$ cat src/rtl/rom_msg_sequencer_if.sv
// Start request, ROM read port and character stream of rom_msg_sequencer.
// The abort line exists only when MSG_ABORT_EN is defined.
interface rom_msg_sequencer_if;
    logic       start;
    logic [7:0] start_addr;
    logic [7:0] rom_addr;
    logic [7:0] rom_data;
    logic [7:0] char_out;
    logic       char_valid;
    logic       char_ready;
    logic       busy;
    logic       done;
`ifdef MSG_ABORT_EN
    logic       abort;
`endif

    modport master (
        input  start, start_addr, rom_data, char_ready,
`ifdef MSG_ABORT_EN
        input  abort,
`endif
        output rom_addr, char_out, char_valid, busy, done
    );

    modport slave (
        output start, start_addr, rom_data, char_ready,
`ifdef MSG_ABORT_EN
        output abort,
`endif
        input  rom_addr, char_out, char_valid, busy, done
    );
endinterface

$ cat src/rtl/rom_msg_sequencer.sv
// Streams a terminator-ended message from a 256x8 synchronous ROM, one character per handshake.
// Optional feature: define MSG_ABORT_EN to add an abort input that ends the message early.
module rom_msg_sequencer #(
    parameter int unsigned MAX_LEN   = 32,
    parameter logic [7:0]  TERM_CHAR = 8'h00
) (
    input logic                 clk,
    input logic                 rst,
    rom_msg_sequencer_if.master bus
);
    typedef enum logic [2:0] {
        S_IDLE  = 3'd0,
        S_FETCH = 3'd1,
        S_CHECK = 3'd2,
        S_SEND  = 3'd3,
        S_DONE  = 3'd4
    } state_e;

    // Nine bits so that a full 256-character message still terminates.
    localparam logic [8:0] MAX_LEN_C = 9'(MAX_LEN);

    state_e     state_q, state_d;
    logic [7:0] addr_q, addr_d;
    logic [8:0] count_q, count_d;
    logic [7:0] char_q, char_d;
    logic       valid_q, valid_d;
    logic       handshake_s;
    logic       abort_s;
    logic [8:0] count_inc_s;

`ifdef MSG_ABORT_EN
    assign abort_s = bus.abort;
`else
    assign abort_s = 1'b0;
`endif

    assign handshake_s = valid_q & bus.char_ready;
    assign count_inc_s = count_q + 9'd1;

    // State and datapath registers; rst returns everything to idle values.
    always_ff @(posedge clk) begin
        if (rst) begin
            state_q <= S_IDLE;
            addr_q  <= 8'h00;
            count_q <= 9'd0;
            char_q  <= 8'h00;
            valid_q <= 1'b0;
        end else begin
            state_q <= state_d;
            addr_q  <= addr_d;
            count_q <= count_d;
            char_q  <= char_d;
            valid_q <= valid_d;
        end
    end

    // Next-state and datapath update for the fetch/check/send loop.
    always_comb begin
        state_d = state_q;
        addr_d  = addr_q;
        count_d = count_q;
        char_d  = char_q;
        valid_d = valid_q;
        case (state_q)
            S_IDLE: begin
                if (bus.start) begin
                    addr_d  = bus.start_addr;
                    count_d = 9'd0;
                    state_d = S_FETCH;
                end else begin
                    state_d = S_IDLE;
                end
            end
            S_FETCH: begin
                if (abort_s) begin
                    state_d = S_DONE;
                end else begin
                    state_d = S_CHECK;
                end
            end
            S_CHECK: begin
                if (abort_s) begin
                    state_d = S_DONE;
                end else if (bus.rom_data == TERM_CHAR) begin
                    state_d = S_DONE;
                end else begin
                    char_d  = bus.rom_data;
                    valid_d = 1'b1;
                    state_d = S_SEND;
                end
            end
            S_SEND: begin
                // An accepted character still counts when abort arrives in the same cycle.
                if (handshake_s) begin
                    count_d = count_inc_s;
                    addr_d  = addr_q + 8'd1;
                    valid_d = 1'b0;
                end else begin
                    valid_d = valid_q;
                end
                if (abort_s) begin
                    valid_d = 1'b0;
                    state_d = S_DONE;
                end else if (handshake_s) begin
                    if (count_inc_s == MAX_LEN_C) begin
                        state_d = S_DONE;
                    end else begin
                        state_d = S_FETCH;
                    end
                end else begin
                    state_d = S_SEND;
                end
            end
            S_DONE: begin
                state_d = S_IDLE;
            end
            default: begin
                state_d = S_IDLE;
                valid_d = 1'b0;
            end
        endcase
    end

    assign bus.rom_addr   = addr_q;
    assign bus.char_out   = char_q;
    assign bus.char_valid = valid_q;
    assign bus.busy       = (state_q != S_IDLE);
    assign bus.done       = (state_q == S_DONE);
endmodule

$ cat src/flat_wrapper.sv
// flat-port wrapper written by rule: the top's interface ports become plain ports
module rom_msg_sequencer_flat 
#(
    parameter int unsigned MAX_LEN   = 32,
    parameter logic [7:0]  TERM_CHAR = 8'h00
)
  (clk, rst, bus_start, bus_start_addr, bus_rom_data, bus_char_ready, bus_rom_addr, bus_char_out, bus_char_valid, bus_busy, bus_done);
  rom_msg_sequencer_if bus_i ();
  input logic clk;
  input logic rst;
  input wire logic [$bits(bus_i.start)-1:0] bus_start;
  input wire logic [$bits(bus_i.start_addr)-1:0] bus_start_addr;
  input wire logic [$bits(bus_i.rom_data)-1:0] bus_rom_data;
  input wire logic [$bits(bus_i.char_ready)-1:0] bus_char_ready;
  output wire logic [$bits(bus_i.rom_addr)-1:0] bus_rom_addr;
  output wire logic [$bits(bus_i.char_out)-1:0] bus_char_out;
  output wire logic [$bits(bus_i.char_valid)-1:0] bus_char_valid;
  output wire logic [$bits(bus_i.busy)-1:0] bus_busy;
  output wire logic [$bits(bus_i.done)-1:0] bus_done;
  assign bus_i.start = bus_start;
  assign bus_i.start_addr = bus_start_addr;
  assign bus_i.rom_data = bus_rom_data;
  assign bus_i.char_ready = bus_char_ready;
  assign bus_rom_addr = bus_i.rom_addr;
  assign bus_char_out = bus_i.char_out;
  assign bus_char_valid = bus_i.char_valid;
  assign bus_busy = bus_i.busy;
  assign bus_done = bus_i.done;
  rom_msg_sequencer #(.MAX_LEN(MAX_LEN), .TERM_CHAR(TERM_CHAR)) u_core (.clk(clk), .rst(rst), .bus(bus_i));
endmodule
$ cat config.mk
export PLATFORM = sky130hd
export DESIGN_NAME = rom_msg_sequencer_flat
export DESIGN_NICKNAME = d
export VERILOG_FILES = /design/src/rtl/rom_msg_sequencer_if.sv /design/src/rtl/rom_msg_sequencer.sv /design/src/flat_wrapper.sv
export SDC_FILE = /design/constraint.sdc
export NUM_CORES = 1
export LEC_CHECK = 0
export ABC_CLOCK_PERIOD_IN_PS = 5150
export CELL_PAD_IN_SITES_DETAIL_PLACEMENT = 0
export CELL_PAD_IN_SITES_GLOBAL_PLACEMENT = 1
export CORE_MARGIN = 5
export CORE_UTILIZATION = 40
export CTS_BUF_LIST = sky130_fd_sc_hd__clkbuf_4
export CTS_CLUSTER_DIAMETER = 150
export DETAILED_ROUTE_END_ITERATION = 10
export GPL_TIMING_DRIVEN = 0
export PLACE_DENSITY = 0.95
export SYNTH_ARGS = -nofsm -noshare
export SYNTH_HDL_FRONTEND = slang
export SYNTH_SLANG_ARGS = --single-unit
$ cat constraint.sdc
create_clock -name clk -period 5.15 [get_ports clk]
set_input_delay 1.03 -clock clk [delete_from_list [all_inputs] [get_ports clk]]
set_output_delay 1.03 -clock clk [all_outputs]
set_load 0.05 [all_outputs]
==> flow_summary.json, run 1 <==
{
  "status": "finished, final reports clean",
  "synth_edf_count": 0,
  "fin_area_um2": 2120,
  "die_area_um2": 5430,
  "grt-ovfl-total": 0,
  "drive_gt1_share_pct": 9.06,
  "p_leak_nw": 0.765,
  "grt_pass1_wl_um": 6700,
  "hold_buffers": 0,
  "crit_slowest_cell": "clkdlybuf4s50_1",
  "cts.root.buffer_cell": "clkbuf_4",
  "period_share_pct": 57.3,
  "htree_num_levels": 2,
  "io-pin-count": 39,
  "final_core_util_pct": 53.4,
  "synthTopCellsByArea": "dfxtp_1 36%, nor2_1 6.7%, nand2_1 5.3%",
  "portBuffers": 38,
  "fmax_ghz": 0.339,
  "avgSynthCellArea_um2": 7.80,
  "gp_congestion": 0.817,
  "dominantRegCellSynth": "dfxtp_1",
  "synth-async-reset-ratio_pct": 0,
  "setup_violations": 0,
  "ys_seq_elements": 29,
  "start_util_pct": 40.8,
  "postCtsSetupRepairBufs": 0,
  "vias": 1669,
  "cts.clk_slew.worst_paths_ns": 0.09,
  "dr.pass1.iters": 4,
  "synth_top_area_share_pct": 35.8,
  "antenna_found_initial": 0,
  "synth_seq_area_share_pct": 35.8,
  "wl_per_cell_um": 13.6,
  "critPathKind": "reg -> out",
  "power_mw": 0.545,
  "nets": 276,
  "worst-slew-pin-transition_ns": 0.652,
  "ant_nets": 0,
  "p_comb_share_pct": 29.4,
  "cellPowerDensity_nw_per_um2": 257,
  "start_kind": "flop",
  "yosys-top-cells-count": "29 x dfxtp_1, 29 x nor2_1, 23 x nand2_1, 17 x a21oi_1, 13 x o21ai_0",
  "hold_path_class": "reg -> reg",
  "ys_warn_count": 0,
  "cp.arrival_ns": 1.92,
  "clk_latency_ns": 0.33,
  "synth_area_leader_cell": "dfxtp_1",
  "coreArea_um2": 3970,
  "routed_via_density": 5.49,
  "antenna_cells": 0,
  "place.detailed.hpwl_um": 3030,
  "ir_drop_uv": 138,
  "drc": 0,
  "netlist_area_um2": 1620,
  "wirelength_um": 4150,
  "grt_usage_pct": 16.2,
  "die_y_um": 73.7,
  "switching_share_pct": 34.5,
  "fillers": 406,
  "synthToLayoutAreaGrowth_pct": 30.7,
  "crit_fanout": 10,
  "crit_path_max_incr_delay_ns": 0.83,
  "rows": 23,
  "grt_max_degree": 11,
  "fin_skew_ns": 0.0117,
  "fin_crit_ns": 2.95,
  "synth_fp_nets": 231,
  "final.setup.tns_ns": 0,
  "synth_cell_types": 44,
  "final_max_slew_viol_count": 0,
  "cts_tree": "built",
  "max_slew_margin_pct": 56.5,
  "clock_sinks": 29,
  "die_w_um": 73.7,
  "drt_iter0_drc": 86,
  "clockBufferDepth": 2,
  "grt_pass1_vias": 1489,
  "worstSetupEndpointType": "output pin",
  "cts_buffers": 5,
  "fin_ws_ns": 2.20,
  "cp.required_ns": 4.12,
  "syn_inst": 208,
  "clock_power_share_pct": 24.9,
  "intPower_mw": 0.357,
  "post_cts_resized": 0,
  "dpl-instance-area_um2": 2060,
  "crit_chain": "buf_2 -> nor3b_1 -> clkdlybuf4s50_1",
  "power_frac_seq_pct": 45.7,
  "p_sw_mw": 0.188,
  "timing_hold_violations_final": 0,
  "place_ws_ns": 2.22,
  "cap_violations": 0,
  "grt_setup_unrepaired": "false"
}
-- kinds of logic (layout without fill, tap and decap cells) --
| logic type | Yosys count | after routing | share of synthesized area [%] |
|---|---|---|---|
| fa+ha+maj | 3 | 3 | 2.32 |
| simple gates | 97 | 97 | 30.0 |
| xor+xnor | 1 | 1 | 0.540 |
| compound gates | 53 | 53 | 20.6 |
| flops | 29 | 29 | 35.8 |
| buf+inv | 17 | 63 | 5.79 |
| mux | 8 | 8 | 4.94 |
-- power by group through the flow --
stage          Combinational [mW]  Sequential, mW  Clock [mW]
5_1_grt                     0.171           0.252       0.158
6_report                    0.160           0.249       0.136
3_3_place_gp                0.160           0.254           0
2_1_floorplan              0.0640           0.293           0
3_5_place_dp                0.161           0.255           0
4_1_cts                     0.161           0.249       0.142
-- critical path, delay by kind of cell (launching register included) --
family	cells	cell delay [ns]
AND/OR/NAND/NOR	1	0.21
buffers and inverters	2	1.03
flip-flops	1	0.35
-- registers in the layout, indices dropped and copies added (netlist names) --
name	count
u_core.bus.char_out	8
u_core.bus.rom_addr	8
u_core.count_q	9
u_core.state_q	3
u_core.bus.char_valid	1
-- cells in the final DEF (no fill, tap or decap), types with 7 or more instances in the layout --
master / n
nand2_1: 23
nor3_1: 7
clkdlybuf4s50_1: 38
dfxtp_1: 29
a21oi_1: 17
nor2_1: 29
mux2i_1: 8
o21ai_0: 13
-- routing by layer --
metal	vias up	part of all wire, %	GRT usage (%)
met5	-	0	0
met2	53	46	24.9
met4	0	1.1	6.24
met1	768	44	19.5
met3	4	8.7	7.39
li1	844	-	-
-- through the flow --
step | std cells | hold slack, ns
after CTS | 304 | 0.483
after detailed placement | 296 | 0.469
final | 304 | 0.476
after global routing | 304 | 0.505
after global placement | 296 | 0.464
after floorplan | 208 | 0.484
-- layout make-up --
class / instances / area [um^2] / area share, %
Buffer: 15 / 86.3 / 4.07
Clock buffer: 6 / 45.0 / 2.13
Clock inverter: 2 / 10.0 / 0.472
Inverter: 2 / 7.51 / 0.354
Multi-Input combinational cell: 162 / 947 / 44.7
Sequential cell: 29 / 581 / 27.4
Tap cell: 50 / 62.6 / 2.95
Timing Repair Buffer: 38 / 380 / 17.9
-- final timing paths --
| path | to | cells after the start | slack [ns] | start |
|---|---|---|---|---|
| setup / recovery | bus_done | 3 | 2.20 | u_core.state_q[2] |
| hold reg to reg | u_core.bus.char_out[5] | 2 | 0.48 | u_core.bus.char_out[5] |
| setup reg to reg | u_core.bus.rom_addr[4] | 7 | 3.04 | u_core.state_q[0] |
| hold / removal | u_core.bus.char_out[5] | 2 | 0.48 | u_core.bus.char_out[5] |
Power figures use the tool's default switching activity.
==> inputs of run 2 (changes only) <==
- ABC_CLOCK_PERIOD_IN_PS: 5150 -> 2500
- CORE_UTILIZATION: 40 -> 33
- PLACE_DENSITY: 0.95 -> 0.88
- clock period: 5.15 -> 2.5 ns (I/O delays scaled with it)
==> run 2 against run 1 <==
  * Combinational power up 110%
  * Total power grew 130%
  * Clock skew rose by 0.0042 ns
  * Final cell count increased by 5.6%
  * Core utilization decreased by 7.8 points
  * Count of clock-buffer cells in the layout unchanged
  * Sequential share of layout area fell by 0.60 points
  * Via count shrank 1.8%
  * Clock power rose to 2.8 times the previous value
  * Final area up 2.2%
  * Highest routed layer unchanged
==> flow_summary.json, run 2 (same netlist as run 1, synthesis figures left out) <==
{
  "crit_chain": "buf_2 -> or3_1 -> clkdlybuf4s50_1",
  "power_mw": 1.23,
  "final_cells": 321,
  "timing_hold_violations_final": 0,
  "crit_path_max_incr_delay_ns": 0.71,
  "die_w_um": 80.1,
  "critPathKind": "reg -> out",
  "grt_setup_unrepaired": "false",
  "fillers": 519,
  "htree_num_levels": 2,
  "clk_latency_ns": 0.33,
  "place.detailed.hpwl_um": 3040,
  "ir_drop_uv": 321,
  "drc": 0,
  "rows": 25,
  "nets": 276,
  "wirelength_um": 4200,
  "grt_pass1_wl_um": 6940,
  "setup_violations": 0,
  "fin_skew_ns": 0.0159,
  "final_core_util_pct": 45.6,
  "period_share_pct": 95.5,
  "cellPowerDensity_nw_per_um2": 567,
  "grt_max_degree": 11,
  "postCtsSetupRepairBufs": 0,
  "worst-slew-pin-transition_ns": 0.645,
  "drive_gt1_share_pct": 8.66,
  "crit_slowest_cell": "clkdlybuf4s50_1",
  "die_area_um2": 6420,
  "fmax_ghz": 0.419,
  "hold_path_class": "reg -> reg",
  "routed_via_density": 5.11,
  "final_max_slew_viol_count": 0,
  "cts_tree": "built",
  "cts.clk_slew.worst_paths_ns": 0.11,
  "io-pin-count": 39,
  "post_cts_resized": 0,
  "dr.pass1.iters": 4,
  "portBuffers": 38,
  "cp.arrival_ns": 1.89,
  "grt_usage_pct": 14.0,
  "place_ws_ns": 0.130,
  "cts_buffers": 5,
  "hold_buffers": 0,
  "cap_violations": 0,
  "final_common_cell": "clkdlybuf4s50_1",
  "regMostFlops": "u_core.count_q",
  "ant_nets": 0,
  "vias": 1639,
  "clockBufferDepth": 2,
  "grt_pass1_vias": 1455,
  "largest_register_ffs": 9,
  "fin_crit_ns": 2.39,
  "status": "finished, final reports clean",
  "layout_common_cells": "37 x clkdlybuf4s50_1, 29 x nor2_1, 29 x dfxtp_1, 23 x nand2_1, 17 x a21oi_1",
  "antenna_cells": 0,
  "synthToLayoutAreaGrowth_pct": 33.6,
  "drt_iter0_drc": 106,
  "dpl-instance-area_um2": 2090,
  "crit_fanout": 9,
  "start_util_pct": 34.1,
  "fin_ws_ns": 0.113,
  "fin_area_um2": 2170,
  "wl_per_cell_um": 13.1,
  "worstSetupEndpointType": "output pin",
  "p_leak_nw": 0.792,
  "gp_congestion": 0.789,
  "final.setup.tns_ns": 0,
  "start_kind": "flop",
  "cp.required_ns": 2.00,
  "clock_sinks": 29,
  "max_slew_margin_pct": 57.0,
  "grt-ovfl-total": 0,
  "coreArea_um2": 4750,
  "cts.root.buffer_cell": "clkbuf_4",
  "antenna_found_initial": 0,
  "die_y_um": 80.1,
  "holdWs_ns": 0.485,
  "dpl.cell_count": 313
}
run 2: worst paths after layout:
check,from,end,slack [ns],cells past startpoint
setup / recovery,u_core.state_q[0],bus_busy,0.11,3
setup reg to reg,u_core.state_q[0],u_core.count_q[3],0.46,7
hold / removal,u_core.bus.char_out[5],u_core.bus.char_out[5],0.49,2
hold reg to reg,u_core.bus.char_out[5],u_core.bus.char_out[5],0.49,2
run 2: critical path, delay by kind of cell (launching register included):
kind,cells,cell delay [ns]
buf+inv,2,0.87
simple gates,1,0.37
flops,1,0.31
run 2: layer usage:
| layer | part of all wire [%] | vias up | track usage, % |
|---|---|---|---|
| li1 | - | 844 | - |
| met1 | 48 | 750 | 18.3 |
| met2 | 44 | 41 | 20.9 |
| met3 | 6.8 | 4 | 4.37 |
| met4 | 1.3 | 0 | 6.59 |
| met5 | 0 | - | 0 |
run 2: final cells by class:
cell class / count / area [um^2] / share of cell area [%]
multi-input combinational: 162 / 947 / 43.7
sequential: 29 / 581 / 26.8
tap: 67 / 83.8 / 3.87
clock buffer: 6 / 45.0 / 2.08
timing repair buffer: 38 / 383 / 17.7
buffer: 15 / 86.3 / 3.98
inverter: 2 / 7.51 / 0.346
clock inverter: 2 / 33.8 / 1.56
run 2: report_power, final:
group | total [mW] | switching, mW | internal [mW]
Sequential | 0.515 | 0.0241 | 0.490
Clock | 0.385 | 0.166 | 0.219
Combinational | 0.330 | 0.203 | 0.127
Total | 1.23 | 0.393 | 0.837
